<file path="config.mk">
export PLATFORM = sky130hd
export DESIGN_NAME = tile_dealer
export DESIGN_NICKNAME = d
export VERILOG_FILES = /design/src/rtl/tile_dealer.sv
export SDC_FILE = /design/constraint.sdc
export NUM_CORES = 1
export LEC_CHECK = 0
export CORE_MARGIN = 3
export CORE_UTILIZATION = 40
export CTS_BUF_LIST = sky130_fd_sc_hd__clkbuf_4
export DETAILED_ROUTE_END_ITERATION = 7
export SYNTH_ARGS = -nofsm -noshare
export SYNTH_HDL_FRONTEND = slang
export SYNTH_SLANG_ARGS = --single-unit
export TNS_END_PERCENT = 20
</file>
<file path="constraint.sdc">
create_clock -name CLOCK_50 -period 8.5 [get_ports CLOCK_50]
set_clock_uncertainty 0.2 [all_clocks]
set_input_delay 1.275 -clock CLOCK_50 [delete_from_list [all_inputs] [get_ports CLOCK_50]]
set_output_delay 1.275 -clock CLOCK_50 [all_outputs]
set_load 0.005 [all_outputs]
</file>
<file path="src/rtl/tile_dealer.sv">
// Board generator: deals NUM_TILES colour pairs (fill, then Fisher-Yates shuffle driven by a free-running LFSR),
// serves registered 11-bit tile codes by index and tracks matched pairs until the whole board is matched.
module tile_dealer #(
  parameter int          NUM_TILES = 10,
  parameter logic [15:0] SEED      = 16'hACE1
) (
  input  logic        CLOCK_50,
  input  logic        reset,
  input  logic        deal,
  input  logic [3:0]  rd_index,
  input  logic        match_we,
  input  logic [3:0]  match_a,
  input  logic [3:0]  match_b,
  output logic [10:0] rd_tile,
  output logic        busy,
  output logic        done,
  output logic        tile_valid,
  output logic        all_matched
);

  localparam logic [15:0] LFSR_INIT = (SEED == 16'h0000) ? 16'h0001 : SEED;
  localparam logic [15:0] LFSR_TAPS = 16'hB400;
  localparam logic [3:0]  LAST_IDX  = 4'(NUM_TILES - 1);
  localparam logic [15:0] TILE_MASK = 16'((32'd1 << NUM_TILES) - 32'd1);

  typedef enum logic [1:0] {
    S_IDLE,
    S_FILL,
    S_SHUFFLE,
    S_DONE
  } state_t;

  state_t      state;
  state_t      state_nxt;
  logic [3:0]  idx;
  logic [3:0]  idx_nxt;
  logic        accept;

  logic [15:0] lfsr;
  logic [5:0]  colour [16];
  logic [15:0] flipped;

  logic [11:0] prod;
  logic [3:0]  swap_j;
  logic        wr_ok;
  logic        a_ok;
  logic        b_ok;

  // j = floor(r * (i+1) / 256) with r in 0..255, so j never exceeds i
  assign prod   = {4'b0, lfsr[7:0]} * {7'b0, ({1'b0, idx} + 5'd1)};
  assign swap_j = 4'(prod >> 8);

  // A deal accepted in the same cycle drops the match write
  assign wr_ok = match_we && tile_valid && (state == S_IDLE) && !accept;
  assign a_ok  = int'(match_a) < NUM_TILES;
  assign b_ok  = int'(match_b) < NUM_TILES;

  always_comb begin
    state_nxt = state;
    idx_nxt   = idx;
    accept    = 1'b0;
    case (state)
      S_IDLE: begin
        if (deal) begin
          accept    = 1'b1;
          state_nxt = S_FILL;
          idx_nxt   = 4'd0;
        end
      end
      S_FILL: begin
        if (idx == LAST_IDX) begin
          state_nxt = S_SHUFFLE;
          idx_nxt   = LAST_IDX;
        end else begin
          idx_nxt = idx + 4'd1;
        end
      end
      S_SHUFFLE: begin
        if (idx <= 4'd1) begin
          state_nxt = S_DONE;
        end else begin
          idx_nxt = idx - 4'd1;
        end
      end
      S_DONE: begin
        state_nxt = S_IDLE;
      end
      default: begin
        state_nxt = S_IDLE;
      end
    endcase
  end

  always_ff @(posedge CLOCK_50 or posedge reset) begin
    if (reset) begin
      state      <= S_IDLE;
      idx        <= 4'd0;
      busy       <= 1'b0;
      done       <= 1'b0;
      tile_valid <= 1'b0;
    end else begin
      state <= state_nxt;
      idx   <= idx_nxt;
      busy  <= (state_nxt == S_FILL) || (state_nxt == S_SHUFFLE);
      done  <= (state == S_DONE);
      if (accept) begin
        tile_valid <= 1'b0;
      end else if (state == S_DONE) begin
        tile_valid <= 1'b1;
      end
    end
  end

  // Free-running in every state so the press time seeds the shuffle
  always_ff @(posedge CLOCK_50 or posedge reset) begin
    if (reset) begin
      lfsr <= LFSR_INIT;
    end else if (lfsr[0]) begin
      lfsr <= (lfsr >> 1) ^ LFSR_TAPS;
    end else begin
      lfsr <= lfsr >> 1;
    end
  end

  always_ff @(posedge CLOCK_50 or posedge reset) begin
    if (reset) begin
      for (int k = 0; k < 16; k++) begin
        colour[k] <= 6'd0;
      end
      flipped <= 16'd0;
    end else begin
      for (int k = 0; k < 16; k++) begin
        if (k < NUM_TILES) begin
          if (state == S_FILL && idx == 4'(k)) begin
            colour[k]  <= 6'((k >> 1) + 1);
            flipped[k] <= 1'b0;
          end else if (state == S_SHUFFLE && idx == 4'(k)) begin
            colour[k] <= colour[swap_j];
          end else if (state == S_SHUFFLE && swap_j == 4'(k)) begin
            colour[k] <= colour[idx];
          end else if (wr_ok && ((a_ok && match_a == 4'(k)) || (b_ok && match_b == 4'(k)))) begin
            flipped[k] <= 1'b1;
          end
        end
      end
    end
  end

  always_ff @(posedge CLOCK_50 or posedge reset) begin
    if (reset) begin
      all_matched <= 1'b0;
    end else if (accept) begin
      all_matched <= 1'b0;
    end else begin
      all_matched <= tile_valid && ((flipped & TILE_MASK) == TILE_MASK);
    end
  end

  // Row/col come straight from the index; reads see flip state before any same-cycle write
  always_ff @(posedge CLOCK_50 or posedge reset) begin
    if (reset) begin
      rd_tile <= 11'd0;
    end else if (tile_valid && int'(rd_index) < NUM_TILES) begin
      rd_tile <= {rd_index, colour[rd_index], flipped[rd_index]};
    end else begin
      rd_tile <= 11'd0;
    end
  end

endmodule
</file>
==> impl_metrics.tcl, run 1 <==
set metrics [dict create \
    drv_cap 0 \
    ys_seq_area_share_pct 32.6 \
    synth.most_common_cell "dfrtp_1" \
    synth_top_family_by_area "compound AO/OA/AOI/OAI gates" \
    die_h_um 149 \
    cts_setup_buffers 0 \
    regToRegSetupSlack_ns 1.26 \
    r2r_cells 19 \
    outcome "complete, no violations" \
    cts.repair.resized 0 \
    ctsHoldBuffers 0 \
    synth_area_um2 8230 \
    syn2layout_area_growth_pct 7.92 \
    cts-root-buf "clkbuf_4" \
    r2r-start "idx[1]$_DFFE_PP0P_" \
    cts_max_level 3 \
    grt_setup_unrepaired "false" \
    r2r_end "colour[67]$_DFFE_PP0P_" \
    dpl.hpwl_mm 18.8 \
    grt_antenna_before_repair 1 \
    syn_nets 873 \
    crit_end "colour[67]$_DFFE_PP0P_" \
    synth_compound_gate_area_share_pct 18.3 \
    avgRoutedWirePerCell_um 23.6 \
    cp-startpoint "idx[1]$_DFFE_PP0P_" \
    yosys-top-cells-count "dfrtp_1 (99), nand2_1 (76), mux2i_1 (66)" \
    whs_ns 0.178 \
    clkSlewWorstSetupHoldPaths_ns 0.17 \
    fin_tns_setup_ns 0 \
    synthCells 814 \
    power_density_nw_per_um2 138 \
    synth-simple-area-share_pct 17.0 \
    setup_ws_ns 1.26 \
    final_max_slew_viol_count 0 \
    clk_latency_ns 0.50 \
    ir_drop_v 0.0000876 \
    min_path_type "reg -> reg" \
    dp_cells 1072 \
    yosysWarningCount 42 \
    grt_pass1_wl_mm 40.4 \
    nNetsFinal 877 \
    synthAdderAreaFrac_pct 7.99 \
    synth_cell_types 80 \
    finalSetupViolations 0 \
    critPathRequiredTime_ns 8.66 \
    synth_seq_cells 107 \
    startpoint_type "register" \
    cp-end-kind "register" \
    max_freq_ghz 0.138 \
    initial_utilization_pct 41.5 \
    stdcell_count 1089 \
    synth_xor_area_share_pct 1.50 \
    grt_max_degree 68 \
    cp_max_fo 20 \
    via_count 6969 \
    min_period_ns 7.24 \
    fp.coreArea_um2 19800 \
    async_flop_share_pct 100 \
    leakage_nw 3.65 \
    min_period_over_period_pct 85.2 \
    postLayoutCellArea_um2 8880 \
    hold_violations 0 \
    drc 0 \
    yosys.area.top_type "dfrtp_1" \
    die_width_um 149 \
    ant_nets 0 \
    worst_slew_pin_slew_ns 1.31 \
    arrival_ns 7.40 \
    grt.total_usage_pct 23.6 \
    synth_area_leaders "dfrtp_1 (30%), mux2i_1 (8.0%), mux4_2 (7.7%)" \
    finalPower_mw 1.22 \
    io_pins 31 \
    cts_buffers 9 \
    avgSynthCellArea_um2 10.1 \
    drt_pre_antenna_iters 6 \
    synth_top_area_share_pct 30.1 \
    cts_tree "done" \
    rows 51 \
    cts.sinks 107 \
    overflow 0 \
    routed_wl_mm 25.7 \
    relSlewSlack_pct 11.8 \
    place_area_um2 8710 \
    grt_pass1_vias 6637 \
    post-route-util_pct 44.8 \
    synth_ff_type "dfrtp_1" \
    pre_cts_slack_ns 1.36 \
    io_buffers 30 \
    cts_buffer_depth 2 \
    avgViaCountPerCell 6.40 \
    layout-drive-gt1-share_pct 12.9 \
    worstSetupPathType "reg -> reg" \
    synthMuxAreaShare_pct 18.2 \
    synth_edf_count 0 \
    gp_congestion 0.920 \
    drt-initial-drc-count 848 \
    dieArea_um2 22300 \
]
## cell usage in the layout, fill, tap and decap left out, types with 4 or more instances in the layout
cell type and count:
clkbuf_4 9, ha_1 27, nand3_1 15, nor3_2 4, mux2_2 15, nand4_1 6
o211ai_1 5, o21ai_1 10, a32oi_1 17, buf_4 7, nand2_1 76, a221oi_1 12
a21oi_1 22, a22oi_1 19, clkdlybuf4s50_1 30, nand2b_1 6, dfrtp_1 99, nor3_1 8
dfstp_2 8, and3_1 19, a211oi_1 7, fa_1 16, mux2i_1 66, o22ai_1 44
a221o_1 5, or3_1 4, a2bb2oi_1 7, nor3_4 5, nor2_1 39, mux4_2 28
nor2b_1 16, inv_1 39, xor2_1 7, o21a_1 4, nand3b_1 4, o21ai_0 22
and2_1 30
## flip-flops by register name, indices dropped and copies added, names as in the netlist
register and count:
all_matched 1, busy 1, colour 60, done 1, flipped 10, idx 4
lfsr 16, rd_tile 11, state 2, tile_valid 1
## worst max-delay path: stages (launching register included)
cell,delay (ns)
dfrtp_1,0.36
buf_4,0.29
ha_1,0.51
xor2_1,0.53
nand2_1,0.16
fa_1,0.55
inv_1,0.05
fa_1,0.47
inv_1,0.05
fa_1,0.48
inv_1,0.05
ha_1,0.35
and2_1,0.28
a221o_1,0.47
or3_1,0.21
and3_1,0.89
mux2_2,0.42
a22o_1,0.22
nor3_4,0.39
a32oi_1,0.18
## worst min path at each step
| stage | end | cells after the start | startpoint | slack, ns |
|---|---|---|---|---|
| finish | lfsr[11]$_DFF_PP1_ | 0 | lfsr[12]$_DFF_PP0_ | 0.18 |
| global route | lfsr[11]$_DFF_PP1_ | 0 | lfsr[12]$_DFF_PP0_ | 0.19 |
| CTS | lfsr[11]$_DFF_PP1_ | 0 | lfsr[12]$_DFF_PP0_ | 0.19 |
| detailed placement | lfsr[8]$_DFF_PP0_ | 0 | lfsr[9]$_DFF_PP0_ | 0.14 |
| global placement | lfsr[7]$_DFF_PP1_ | 0 | lfsr[8]$_DFF_PP0_ | 0.14 |
| floorplan | lfsr[8]$_DFF_PP0_ | 0 | lfsr[9]$_DFF_PP0_ | 0.13 |
## area by class of cell
cell class                 instances  area [µm²]
tap                              265         332
inverter                          40         153
clock inverter                     7         101
clock buffer                       9        67.6
multi-input combinational        623        5190
sequential                       107        2690
fill                            1920       11000
timing repair buffer              37         353
antenna                            1        2.50
## where the power goes
| part | total (mW) | internal [mW] | switching [mW] |
|---|---|---|---|
| clock | 0.304 | 0.122 | 0.182 |
| combinational | 0.368 | 0.123 | 0.245 |
| sequential | 0.550 | 0.530 | 0.0208 |
## kinds of logic after synthesis
group                      count (synthesis)
muxes                                    112
buffers and inverters                     84
and+or+nand+nor                          251
DFF                                      107
xor gates and xnor gates                  11
adders and majority gates                 43
AOI/OAI and AO/OA                        206
## per-layer routing
metal / global-route usage, % / up-vias / wire [µm]
met5: 0 / - / 0
met4: 6.68 / 0 / 705
met3: 4.00 / 49 / 1880
met2: 35.9 / 332 / 11400
met1: 34.7 / 3499 / 11700
li1: - / 3089 / -
(Power assumes the default switching activity.)
==> inputs of run 2 (changes only) <==
--- a/config.mk
+++ b/config.mk
@@ -5,9 +5,11 @@
 export SDC_FILE = /design/constraint.sdc
 export NUM_CORES = 1
 export LEC_CHECK = 0
+export ABC_AREA = 1
 export CORE_MARGIN = 3
 export CORE_UTILIZATION = 40
 export CTS_BUF_LIST = sky130_fd_sc_hd__clkbuf_4
+export CTS_CLUSTER_DIAMETER = 50
 export DETAILED_ROUTE_END_ITERATION = 7
 export SYNTH_ARGS = -nofsm -noshare
 export SYNTH_HDL_FRONTEND = slang
==> impl_metrics.tcl, run 2 <==
set metrics [dict create \
    synth_ff_type "dfrtp_1" \
    min_period_ns 6.48 \
    cp-startpoint "idx[1]$_DFFE_PP0P_" \
    grt.total_usage_pct 27.0 \
    yosys.area.top_type "dfrtp_1" \
    crit_end "colour[67]$_DFFE_PP0P_" \
    drv_cap 0 \
    die_h_um 154 \
    dpl.hpwl_mm 23.6 \
    r2r_end "colour[67]$_DFFE_PP0P_" \
    fillers 2292 \
    min_path_type "reg -> reg" \
    fin_tns_setup_ns 0 \
    ctsHoldBuffers 0 \
    overflow 0 \
    async_flop_share_pct 100 \
    synth_seq_cells 107 \
    relSlewSlack_pct 3.80 \
    io_buffers 30 \
    yosysWarningCount 42 \
    switching_share_pct 48.1 \
    grt_setup_unrepaired "false" \
    fp.coreArea_um2 21400 \
    synth_top_area_share_pct 28.1 \
    layout-drive-gt1-share_pct 7.72 \
    routed_wl_mm 32.0 \
    cts_tree "done" \
    r2r-start "idx[1]$_DFFE_PP0P_" \
    largest-register "colour" \
    leakage_nw 4.65 \
    avgViaCountPerCell 5.71 \
    grt_pass1_vias 8445 \
    grt_antenna_before_repair 2 \
    ys_seq_area_share_pct 30.5 \
    p_int_mw 0.975 \
    switchingPower_mw 0.904 \
    die_width_um 154 \
    io_pins 31 \
    synth_cell_types 40 \
    layout_commonest_cell "nand2_1" \
    syn_nets 1393 \
    synth.most_common_cell "nand2_1" \
    via_count 9283 \
    grt_max_degree 73 \
    grt_pass1_wl_mm 50.1 \
    stdcell_count 1625 \
    finalSetupViolations 0 \
    critPathRequiredTime_ns 8.74 \
    p_comb_share_pct 42.4 \
    regToRegSetupSlack_ns 2.02 \
    synth_area_um2 8810 \
    clk_latency_ns 0.54 \
    cts-root-buf "clkbuf_4" \
    gp_congestion 1.01 \
    power_density_nw_per_um2 199 \
    startpoint_type "register" \
    hold_violations 0 \
    avgRoutedWirePerCell_um 19.7 \
    drt-initial-drc-count 1165 \
    avgSynthCellArea_um2 6.60 \
    ir_drop_v 0.0000785 \
    synth_edf_count 0 \
    rows 53 \
    syn2layout_area_growth_pct 7.30 \
    pwr-share-clk_pct 16.3 \
    cp_max_fo 25 \
    cp-end-kind "register" \
    cts_max_level 3 \
    min_period_over_period_pct 76.3 \
    top_regs "colour (60), lfsr (16), rd_tile (11)" \
    p_seq_share_pct 41.3 \
    max_freq_ghz 0.154 \
    worstSetupPathType "reg -> reg" \
    synth_area_leaders "dfrtp_1 (28%), nand2_1 (14%), inv_1 (8.3%)" \
    initial_utilization_pct 41.2 \
    drc 0 \
    nNetsFinal 1402 \
    worst_slew_pin_slew_ns 1.43 \
    arrival_ns 6.73 \
    outcome "complete, no violations" \
    largest_reg_flops 60 \
    cts_buffer_depth 2 \
    clkSlewWorstSetupHoldPaths_ns 0.19 \
    final_max_slew_viol_count 0 \
    dp_cells 1607 \
    final_cell_mix "nand2_1 (329), inv_1 (193), nor2_1 (152)" \
    synthCells 1334 \
    r2r_cells 27 \
    cts_buffers 9 \
    drt_pre_antenna_iters 6 \
    yosys-top-cells-count "nand2_1 (329), inv_1 (194), nor2_1 (152)" \
    cts.sinks 107 \
    dieArea_um2 23800 \
    cts.repair.resized 0 \
    ant_nets 0 \
    cts_setup_buffers 0 \
]
[run 2: logic make-up after synthesis]
kind of cell	count (synthesis)	share of synthesized area, %
and+or+nand+nor	683	35.1
AOI/OAI and AO/OA	254	15.3
buffers and inverters	242	11.1
DFF	107	30.5
adders and majority gates	43	7.47
xor gates and xnor gates	5	0.497
[run 2: per-stage QoR]
stage / cell area [µm²] / hold slack (ns) / total power [mW] / setup WS, ns / utilization [%]
after CTS: 9440 / 0.179 / 1.86 / 2.16 / 44.2
final: 9450 / 0.175 / 1.88 / 2.02 / 44.3
after global placement: 9290 / 0.135 / 1.55 / 2.31 / 43.5
after global routing: 9450 / 0.189 / 2.01 / 1.56 / 44.3
after floorplan: 8810 / 0.131 / 1.27 / 3.59 / -
after detailed placement: 9290 / 0.136 / 1.55 / 2.24 / 43.5
[run 2: how the worst min path moves through the flow]
stage / startpoint / to / slack, ns / depth (start not counted)
5_1_grt: lfsr[9]$_DFF_PP0_ / lfsr[8]$_DFF_PP0_ / 0.19 / 0
2_1_floorplan: lfsr[9]$_DFF_PP0_ / lfsr[8]$_DFF_PP0_ / 0.13 / 0
3_5_place_dp: lfsr[9]$_DFF_PP0_ / lfsr[8]$_DFF_PP0_ / 0.14 / 0
3_3_place_gp: lfsr[9]$_DFF_PP0_ / lfsr[8]$_DFF_PP0_ / 0.13 / 0
6_report: lfsr[8]$_DFF_PP0_ / lfsr[7]$_DFF_PP1_ / 0.18 / 0
4_1_cts: lfsr[8]$_DFF_PP0_ / lfsr[7]$_DFF_PP1_ / 0.18 / 0
[run 2: critical path: stages, from the launching register on]
cell     delay [ns]
dfrtp_1        0.56
inv_1          0.45
nor3_1         0.36
xor2_1         0.25
inv_1          0.18
nor2_1         0.16
fa_1           0.46
fa_1           0.49
inv_1          0.05
fa_1           0.47
inv_1          0.04
ha_1           0.30
nand2_1        0.08
nand2_1        0.05
inv_1          0.07
nor2_1         0.05
nor2_2         0.18
nand3_2        0.44
nand2_2        0.49
nand2_1        0.10
nand2_1        0.09
nand2_1        0.05
nand2_1        0.12
nand2_1        0.22
nand3_2        0.21
nand2_1        0.08
nand2_1        0.13
nand2_1        0.05
[run 2: area by class of cell]
| type | count | area (µm²) | share of cell area (%) |
|---|---|---|---|
| Clock buffer | 9 | 67.6 | 0.715 |
| Sequential cell | 107 | 2690 | 28.4 |
| Clock inverter | 7 | 90.1 | 0.953 |
| Timing Repair Buffer | 36 | 345 | 3.65 |
| Inverter | 204 | 768 | 8.13 |
| Antenna cell | 2 | 5.00 | 0.0530 |
| Multi-Input combinational cell | 985 | 5140 | 54.4 |
| Tap cell | 275 | 344 | 3.64 |
[run 2: power groups by stage]
| stage | sequential [mW] | combinational (mW) | clock, mW |
|---|---|---|---|
| floorplan | 0.723 | 0.551 | 0 |
| global placement | 0.778 | 0.769 | 0 |
| detailed placement | 0.780 | 0.770 | 0 |
| CTS | 0.768 | 0.775 | 0.312 |
| global route | 0.788 | 0.888 | 0.330 |
| finish | 0.776 | 0.797 | 0.306 |
[run 2: per-layer routing]
metal | global-route usage (%) | wire length (µm)
met2 | 39.2 | 13400
met5 | 0 | 0
met4 | 8.70 | 946
met3 | 6.04 | 3720
met1 | 39.7 | 13900
